## src/rtl/guard_sprite_sequencer.sv

```systemverilog
// guard_sprite_sequencer
// Controller for the guard sprite datapath. Once per video frame it latches
// the guard's position and facing and advances the walk-animation FSM
// (stand / walk A / walk B, each walk pose held HOLD_FRAMES frames). Every
// pixel clock it computes the shared sprite-ROM texel address and registers
// the pose, mirror and hit flags so they line up with the 1-cycle ROM output.
//
// Ports:
//   vga_clk      in   pixel clock, rising edge
//   reset_n      in   asynchronous active-low reset
//   DrawX/DrawY  in   current pixel column / row (10 bits)
//   blank        in   1 = active display region
//   guard_x/y    in   requested sprite top-left (latched on frame tick)
//   moving       in   guard is walking (sampled on frame tick)
//   facing_right in   1 = mirror the sprite (latched on frame tick)
//   rom_address  out  col + row*SPR_W, combinational, 0 outside the sprite
//   frame_sel    out  pose: 0 stand, 1 walk A, 2 walk B (registered)
//   mirror       out  latched facing (registered)
//   in_sprite    out  pixel inside sprite box and blank=1 (registered)
module guard_sprite_sequencer #(
  parameter int SPR_W       = 21,
  parameter int SPR_H       = 45,
  parameter int SCALE_SHIFT = 1,
  parameter int HOLD_FRAMES = 8
) (
  input  logic        vga_clk,
  input  logic        reset_n,
  input  logic [9:0]  DrawX,
  input  logic [9:0]  DrawY,
  input  logic        blank,
  input  logic [9:0]  guard_x,
  input  logic [9:0]  guard_y,
  input  logic        moving,
  input  logic        facing_right,
  output logic [10:0] rom_address,
  output logic [1:0]  frame_sel,
  output logic        mirror,
  output logic        in_sprite
);

  typedef enum logic [1:0] {
    STAND  = 2'd0,
    WALK_A = 2'd1,
    WALK_B = 2'd2
  } pose_t;

  localparam logic [10:0] BOX_W     = 11'(SPR_W << SCALE_SHIFT);
  localparam logic [10:0] BOX_H     = 11'(SPR_H << SCALE_SHIFT);
  localparam logic [10:0] COL_LAST  = 11'(SPR_W - 1);
  localparam logic [10:0] ROW_PITCH = 11'(SPR_W);
  localparam logic [7:0]  HOLD_LAST = 8'(HOLD_FRAMES - 1);

  pose_t       state_r, state_next_s;
  logic [7:0]  cnt_r, cnt_next_s;
  logic [9:0]  pos_x_r, pos_y_r;
  logic        face_r;
  logic        top_q_r;
  logic        top_s, tick_s;
  logic [10:0] dx_s, dy_s, x_end_s, y_end_s;
  logic [10:0] col_raw_s, col_s, row_s, addr_s;
  logic        hit_s;

  // The tick is the rising edge of the (0,0) condition, so holding the
  // beam at the origin for several cycles still yields a single pulse.
  assign top_s  = (DrawX == 10'd0) && (DrawY == 10'd0);
  assign tick_s = top_s && !top_q_r;

  // Hit test in 11 bits so a sprite near the right/bottom edge clips
  // instead of wrapping around to the left/top.
  assign dx_s    = {1'b0, DrawX} - {1'b0, pos_x_r};
  assign dy_s    = {1'b0, DrawY} - {1'b0, pos_y_r};
  assign x_end_s = {1'b0, pos_x_r} + BOX_W;
  assign y_end_s = {1'b0, pos_y_r} + BOX_H;
  assign hit_s   = ({1'b0, DrawX} >= {1'b0, pos_x_r}) && ({1'b0, DrawX} < x_end_s) &&
                   ({1'b0, DrawY} >= {1'b0, pos_y_r}) && ({1'b0, DrawY} < y_end_s);

  assign col_raw_s   = dx_s >> SCALE_SHIFT;
  assign row_s       = dy_s >> SCALE_SHIFT;
  assign col_s       = face_r ? (COL_LAST - col_raw_s) : col_raw_s;
  assign addr_s      = col_s + row_s * ROW_PITCH;
  assign rom_address = hit_s ? addr_s : 11'd0;

  // Walk FSM next state; it only moves on a frame tick.
  always_comb begin
    state_next_s = state_r;
    cnt_next_s   = cnt_r;
    if (tick_s) begin
      case (state_r)
        STAND: begin
          if (moving) begin
            state_next_s = WALK_A;
            cnt_next_s   = 8'd0;
          end else begin
            state_next_s = STAND;
          end
        end
        WALK_A, WALK_B: begin
          if (!moving) begin
            state_next_s = STAND;
            cnt_next_s   = 8'd0;
          end else if (cnt_r == HOLD_LAST) begin
            state_next_s = (state_r == WALK_A) ? WALK_B : WALK_A;
            cnt_next_s   = 8'd0;
          end else begin
            cnt_next_s = cnt_r + 8'd1;
          end
        end
        default: begin
          state_next_s = STAND;
          cnt_next_s   = 8'd0;
        end
      endcase
    end else begin
      state_next_s = state_r;
      cnt_next_s   = cnt_r;
    end
  end

  // Frame-rate state: edge detector, FSM and per-frame latch of position/facing.
  always_ff @(posedge vga_clk or negedge reset_n) begin
    if (!reset_n) begin
      top_q_r <= 1'b0;
      state_r <= STAND;
      cnt_r   <= 8'd0;
      pos_x_r <= 10'd0;
      pos_y_r <= 10'd0;
      face_r  <= 1'b0;
    end else begin
      top_q_r <= top_s;
      state_r <= state_next_s;
      cnt_r   <= cnt_next_s;
      if (tick_s) begin
        pos_x_r <= guard_x;
        pos_y_r <= guard_y;
        face_r  <= facing_right;
      end
    end
  end

  // Output stage, one cycle behind rom_address to match the ROM latency.
  always_ff @(posedge vga_clk or negedge reset_n) begin
    if (!reset_n) begin
      in_sprite <= 1'b0;
      frame_sel <= 2'd0;
      mirror    <= 1'b0;
    end else begin
      in_sprite <= hit_s && blank;
      frame_sel <= state_r;
      mirror    <= face_r;
    end
  end

endmodule

```

## config.mk

```make
export PLATFORM = sky130hd
export DESIGN_NAME = guard_sprite_sequencer
export DESIGN_NICKNAME = d
export VERILOG_FILES = /design/src/rtl/guard_sprite_sequencer.sv
export SDC_FILE = /design/constraint.sdc
export NUM_CORES = 1
export LEC_CHECK = 0
export ABC_AREA = 1
export BUFFER_PORTS_ARGS = -buffer_cell sky130_fd_sc_hd__buf_2
export CORE_UTILIZATION = 43
export CTS_BUF_LIST = sky130_fd_sc_hd__clkbuf_4
export CTS_CLUSTER_SIZE = 20
export DETAILED_ROUTE_END_ITERATION = 10
export GPL_TIMING_DRIVEN = 1
export HOLD_SLACK_MARGIN = 0.02
export SETUP_SLACK_MARGIN = 0.1
export SYNTH_ARGS = -nofsm -noshare
export SYNTH_HDL_FRONTEND = slang
export SYNTH_SLANG_ARGS = --single-unit
```

## constraint.sdc

```tcl
create_clock -name vga_clk -period 4 [get_ports vga_clk]
set_input_delay 0 -clock vga_clk [delete_from_list [all_inputs] [get_ports vga_clk]]
set_output_delay 0 -clock vga_clk [all_outputs]
set_load 0.1 [all_outputs]
```

# Word level (Yosys, flattened, before mapping)
# Cells that the tools add are included.
totals:
  inputBits: 45
  regBits: 36
op_classes:
  n_mux: 11
  mul: 1
  n_eq_ne: 5
  magnitude_cmp: 4
  n_reduce_logical: 13
  addsub: 7
op_table:
  columns: ["cell", "count"]
  rows:
  - ["two-way mux 8 bit", 3]
  - ["less-than comparator 10 x 11 -> 1 bit", 2]
  - ["two-way mux 11 bit", 2]
  - ["subtractor 10 x 10 -> 11 bit", 2]
  - [">= comparator 10 bit", 2]
  - ["zero test 10 bit", 2]
  - ["case mux 8 bit (2 select lines)", 1]
  - ["adder 10 x 6 -> 11 bit, second input constant", 1]
  - ["adder 10 x 7 -> 11 bit, second input constant", 1]
  - ["adder 11 bit", 1]
  - ["multiplier 10 x 5 -> 11 bit, second input constant", 1]
  - ["subtractor 5 x 10 -> 11 bit, first input constant", 1]
  - ["adder 8 x 1 -> 8 bit, second input constant", 1]
  - ["== test 8 x 3 -> 1 bit, second input constant", 1]
  - ["logical AND 1 bit", 6]
  - ["two-way mux 2 bit", 3]
  - ["case mux 2 bit (2 select lines)", 1]
  - ["AND reduction 2 bit", 2]
  - ["!= test 3 bit, second input constant", 1]
  - ["== test 2 x 1 -> 1 bit, second input constant", 1]
  - ["== test 2 bit, second input constant", 1]
  - ["zero test 2 bit", 1]
  - ["!= test 2 bit, second input constant", 1]
  - ["OR reduction 2 bit", 1]
  - ["2 further kinds", 2]

# Depth between registers and ports, before layout
logic_depth:
  word_depth: 6
  ltp_mapped: 30
  mapped_depth_nobuf: 30

# Worst setup path after synthesis
# Ideal clock, no wire load.
synth_timing:
  path_kind: "flip-flop to output port"
  from: "reg pos_x_r[0]"
  to: "out rom_address[9]"
  stages_incl_launch_ff: 26
  t_required_ps: 4000
  arrival_time_ps: 5397
  setup_slack_ps: -1397
  cell_sequence: "dfrtp_1 ha_1 inv_1 fa_1 xor2_1 inv_1 ha_1 inv_1 nand2_1 nand2_1 nand2_1 nand2_2 nand2_2 xor2_1 ha_1 fa_1 inv_1 fa_1 inv_1 ha_1 a21oi_1 nor2_1 o21ai_0 nand2_1 xnor2_1 nor2_1"
synth_between:
  elab_chain_cells: 6
  word_cells_on_any_way: 11
synth_lines:
  columns: ["item", "line_no", "rtl"]
  rows:
  - ["from (decl)", "55", "logic [9:0] pos_x_r, pos_y_r;"]
  - ["from (signal assigned)", "133", "pos_x_r <= guard_x;"]
  - ["parallel branches: the longest is 5 deep, another holds subtractor 10 x 10 -> 11 bit", null, null]
  - ["two-way mux 11 bit (*)", "81", "assign rom_address = hit_s ? addr_s : 11'd0;"]
  - ["to (decl)", "35", "output logic [10:0] rom_address,"]
# Mark *: on every way between the ends.

# Final worst setup path
layout_timing:
  from: "reg pos_x_r[0]"
  to: "out rom_address[10]"
# Same word-level chain as after synthesis.

==> flow_summary.json <==
{
  "outcome": "complete, but fails checks",
  "violations": "setup timing",
  "p_per_area_mw_per_mm2": 320,
  "syn_area_mm2": 0.00449,
  "finalSetupViolCount": 7,
  "cts.path.max_buffers": 2,
  "drive_above_1_share": 0.326,
  "ys_seq_area_frac": 0.200,
  "ys.warnings.count": 0,
  "synth.net_count": 756,
  "slew_headroom": 0.422,
  "path_class": "reg2out",
  "clock.fmax_mhz": 206,
  "cts-htree-levels": 2,
  "setup_tns_ns": -4.89,
  "initial_core_util": 0.451,
  "clock_latency_ns": 0.38,
  "antenna_found_initial": 0,
  "numCtsBuffers": 5,
  "first_iter_violations": 94,
  "cp_common_cell": "nand2_2",
  "dp_slack_ns": -0.602,
  "clk_pin_slew_ns": 0.14,
  "vias": 4556,
  "yosysTopAreaCellShare": 0.203,
  "grt_util_all_layers": 0.225,
  "clock-sinks": 36,
  "rsz0062_at_grt": "true",
  "insertedDiodeCount": 0,
  "die_h_um": 104,
  "slowest_stage": "fa_1",
  "p_leak_nw": 3.59,
  "hpwl_um": 9300,
  "cp-end-kind": "primary output",
  "cts_tree": "built",
  "synth_cell_type_count": 36,
  "die_w_um": 104,
  "core_area_mm2": 0.00995,
  "slew_viol_final": 0,
  "final.setup_skew_ns": 0.00888,
  "holdWs_ns": 0.0524,
  "grt_pass1_vias": 4545,
  "timing.final.crit_share": 1.21,
  "grt_pass1_wl_um": 19900,
  "instances_no_fill": 951,
  "vdd_drop_max_mv": 0.230,
  "tightest_slew_ns": 0.867,
  "num_rows": 36,
  "area_growth_pct": 47.7,
  "grt_max_degree": 41,
  "post_dp_cell_area_mm2": 0.00596,
  "synthTopCellsByArea": "ha_1 (20%), dfrtp_1 (20%), nand2_1 (12%)",
  "fin_crit_ns": 4.86,
  "crit_arrival_ns": 4.86,
  "route.detailed.drc": 0,
  "cp.required_ns": 4.00,
  "hold_viol_final": 0,
  "drt-total-wl_um": 11600,
  "drtAntennaViolNets": 0,
  "netlist_instances": 623,
  "dieArea_mm2": 0.0109,
  "viasPerCell": 4.79,
  "fin_nets": 950,
  "setup_ws_ns": -0.860,
  "worst-path-max-fanout": 3,
  "wl_per_cell_um": 12.2,
  "io_pins": 60,
  "first_pass_iters": 4,
  "gp_congestion": 0.880,
  "synth_area_per_cell_um2": 7.21,
  "root_buffer": "clkbuf_4",
  "cp-start-kind": "flip-flop",
  "crit_path_max_incr_delay_ns": 0.49,
  "ys_ff_latch": 36,
  "overflow": 0,
  "cap_violations": 0,
  "portBuffers": 59,
  "fin_area_mm2": 0.00664,
  "fillers": 862,
  "yosysTopAreaCell": "ha_1",
  "dp.cells": 905,
  "hp-class": "in2reg"
}
## kinds of logic (layout without fill, tap and decap cells)
logic type / after synthesis / count (layout) / synth area share
simple gates: 252 / 252 / 0.243
buf+inv: 124 / 319 / 0.104
fa+ha+maj: 88 / 88 / 0.270
compound gates: 82 / 82 / 0.0991
xor+xnor: 41 / 41 / 0.0832
flops: 36 / 36 / 0.200
## layout by cell type, fill, tap and decap left out, types with 5 or more instances in the layout
cell / netlist / final
nand3_2: 2 / 5
a21oi_1: 29 / 20
ha_1: 73 / 61
inv_2: 2 / 16
dlygate4sd3_1: 0 / 25
nor2_1: 41 / 32
fa_1: 15 / 11
o21ai_1: 6 / 7
buf_12: 0 / 8
buf_2: 0 / 51
nand2_1: 139 / 130
nor3_1: 7 / 7
nand3_1: 38 / 35
a21oi_2: 1 / 9
ha_4: 0 / 10
buf_6: 0 / 11
nand2_2: 7 / 14
nor2_4: 1 / 9
dfrtp_1: 36 / 36
buf_4: 1 / 98
xor2_1: 28 / 24
o21ai_0: 34 / 32
inv_1: 116 / 102
nand4_1: 9 / 9
clkbuf_4: 0 / 5
xor2_2: 2 / 6
## power breakdown
group | internal, mW | leakage (nW) | switching (mW) | total, mW
sequential | 0.364 | 0.341 | 0.0000225 | 0.364
clock | 0.0697 | 0.0316 | 0.158 | 0.228
combinational | 0.807 | 3.22 | 0.727 | 1.53
## path summary, 6_finish.rpt
kind,startpoint,end,slack (ns),depth (start not counted)
setup / recovery,pos_x_r[0],rom_address[10],-0.86,30
setup reg to reg,pos_y_r[1],in_sprite,1.31,17
hold / removal,DrawX[0],top_q_r,0.05,5
hold reg to reg,state_r[1],frame_sel[1],0.40,0
max in group asynchronous,reset_n,pos_y_r[2],3.20,2
min in group asynchronous,reset_n,in_sprite,0.26,2
## routing by layer
metal,GRT usage,part of all wire
met1,0.280,0.46
met4,0.0582,0.016
met5,0,0
met2,0.410,0.50
met3,0.0238,0.021
## flip-flops by register name, summed over array words and instances, names as in the netlist
name	count
cnt_r	8
face_r	1
frame_sel	2
in_sprite	1
mirror	1
pos_x_r	10
pos_y_r	10
state_r	2
top_q_r	1
## critical path: cells and delay by family, from the launching register on
kind                     cells  cell delay [ns]
flip-flops                   1             0.38
AO/OA/AOI/OAI                1             0.19
AND/OR/NAND/NOR             12             0.83
XOR/XNOR                     2             0.34
adder cells (fa/ha/maj)      7             2.23
buffers and inverters        8             0.55
## through the flow
step	utilization	total power [mW]
3_5_place_dp	0.599	1.49
5_1_grt	0.667	2.30
6_report	0.667	2.13
4_1_cts	0.645	1.89
3_3_place_gp	0.599	1.47
2_1_floorplan	-	1.17
## Yosys cell counts
master / instances
nor3b_1: 2
nand2_2: 7
a31oi_1: 2
xnor2_1: 11
a221o_1: 1
a21oi_2: 1
or2_0: 1
inv_1: 116
o21bai_1: 3
inv_2: 2
o21ai_0: 34
xor2_2: 2
dfrtp_1: 36
fa_1: 15
nor2_4: 1
nor2_1: 41
o211ai_1: 2
nand4_2: 1
a21oi_1: 29
nor3_1: 7
nor4_1: 2
buf_1: 2
clkbuf_1: 3
a211oi_1: 1
nand3_1: 38
nor2_2: 2
xor2_1: 28
nand4_1: 9
nand3_2: 2
o31ai_1: 1
o21ai_1: 6
ha_1: 73
nand2_1: 139
a211o_1: 1
buf_4: 1
o21a_1: 1
## what timing repair did
action	CTS	global route
buffers inserted	4	9
setup endpoints to repair	8	8
resized for setup	22	39
pin swaps	16	30
hold buffers	25	0
endpoints found under the hold margin	63	0
## area by class of cell
| type | instances | area, um^2 | area share |
|---|---|---|---|
| clock buffers | 5 | 37.5 | 0.00566 |
| clock inverters | 3 | 21.3 | 0.00321 |
| inverters | 118 | 443 | 0.0667 |
| multi-input cells | 463 | 3540 | 0.534 |
| flip-flops and latches | 36 | 901 | 0.136 |
| well taps | 133 | 166 | 0.0251 |
| repair buffers | 193 | 1530 | 0.230 |
Power figures use the tool's default switching activity.
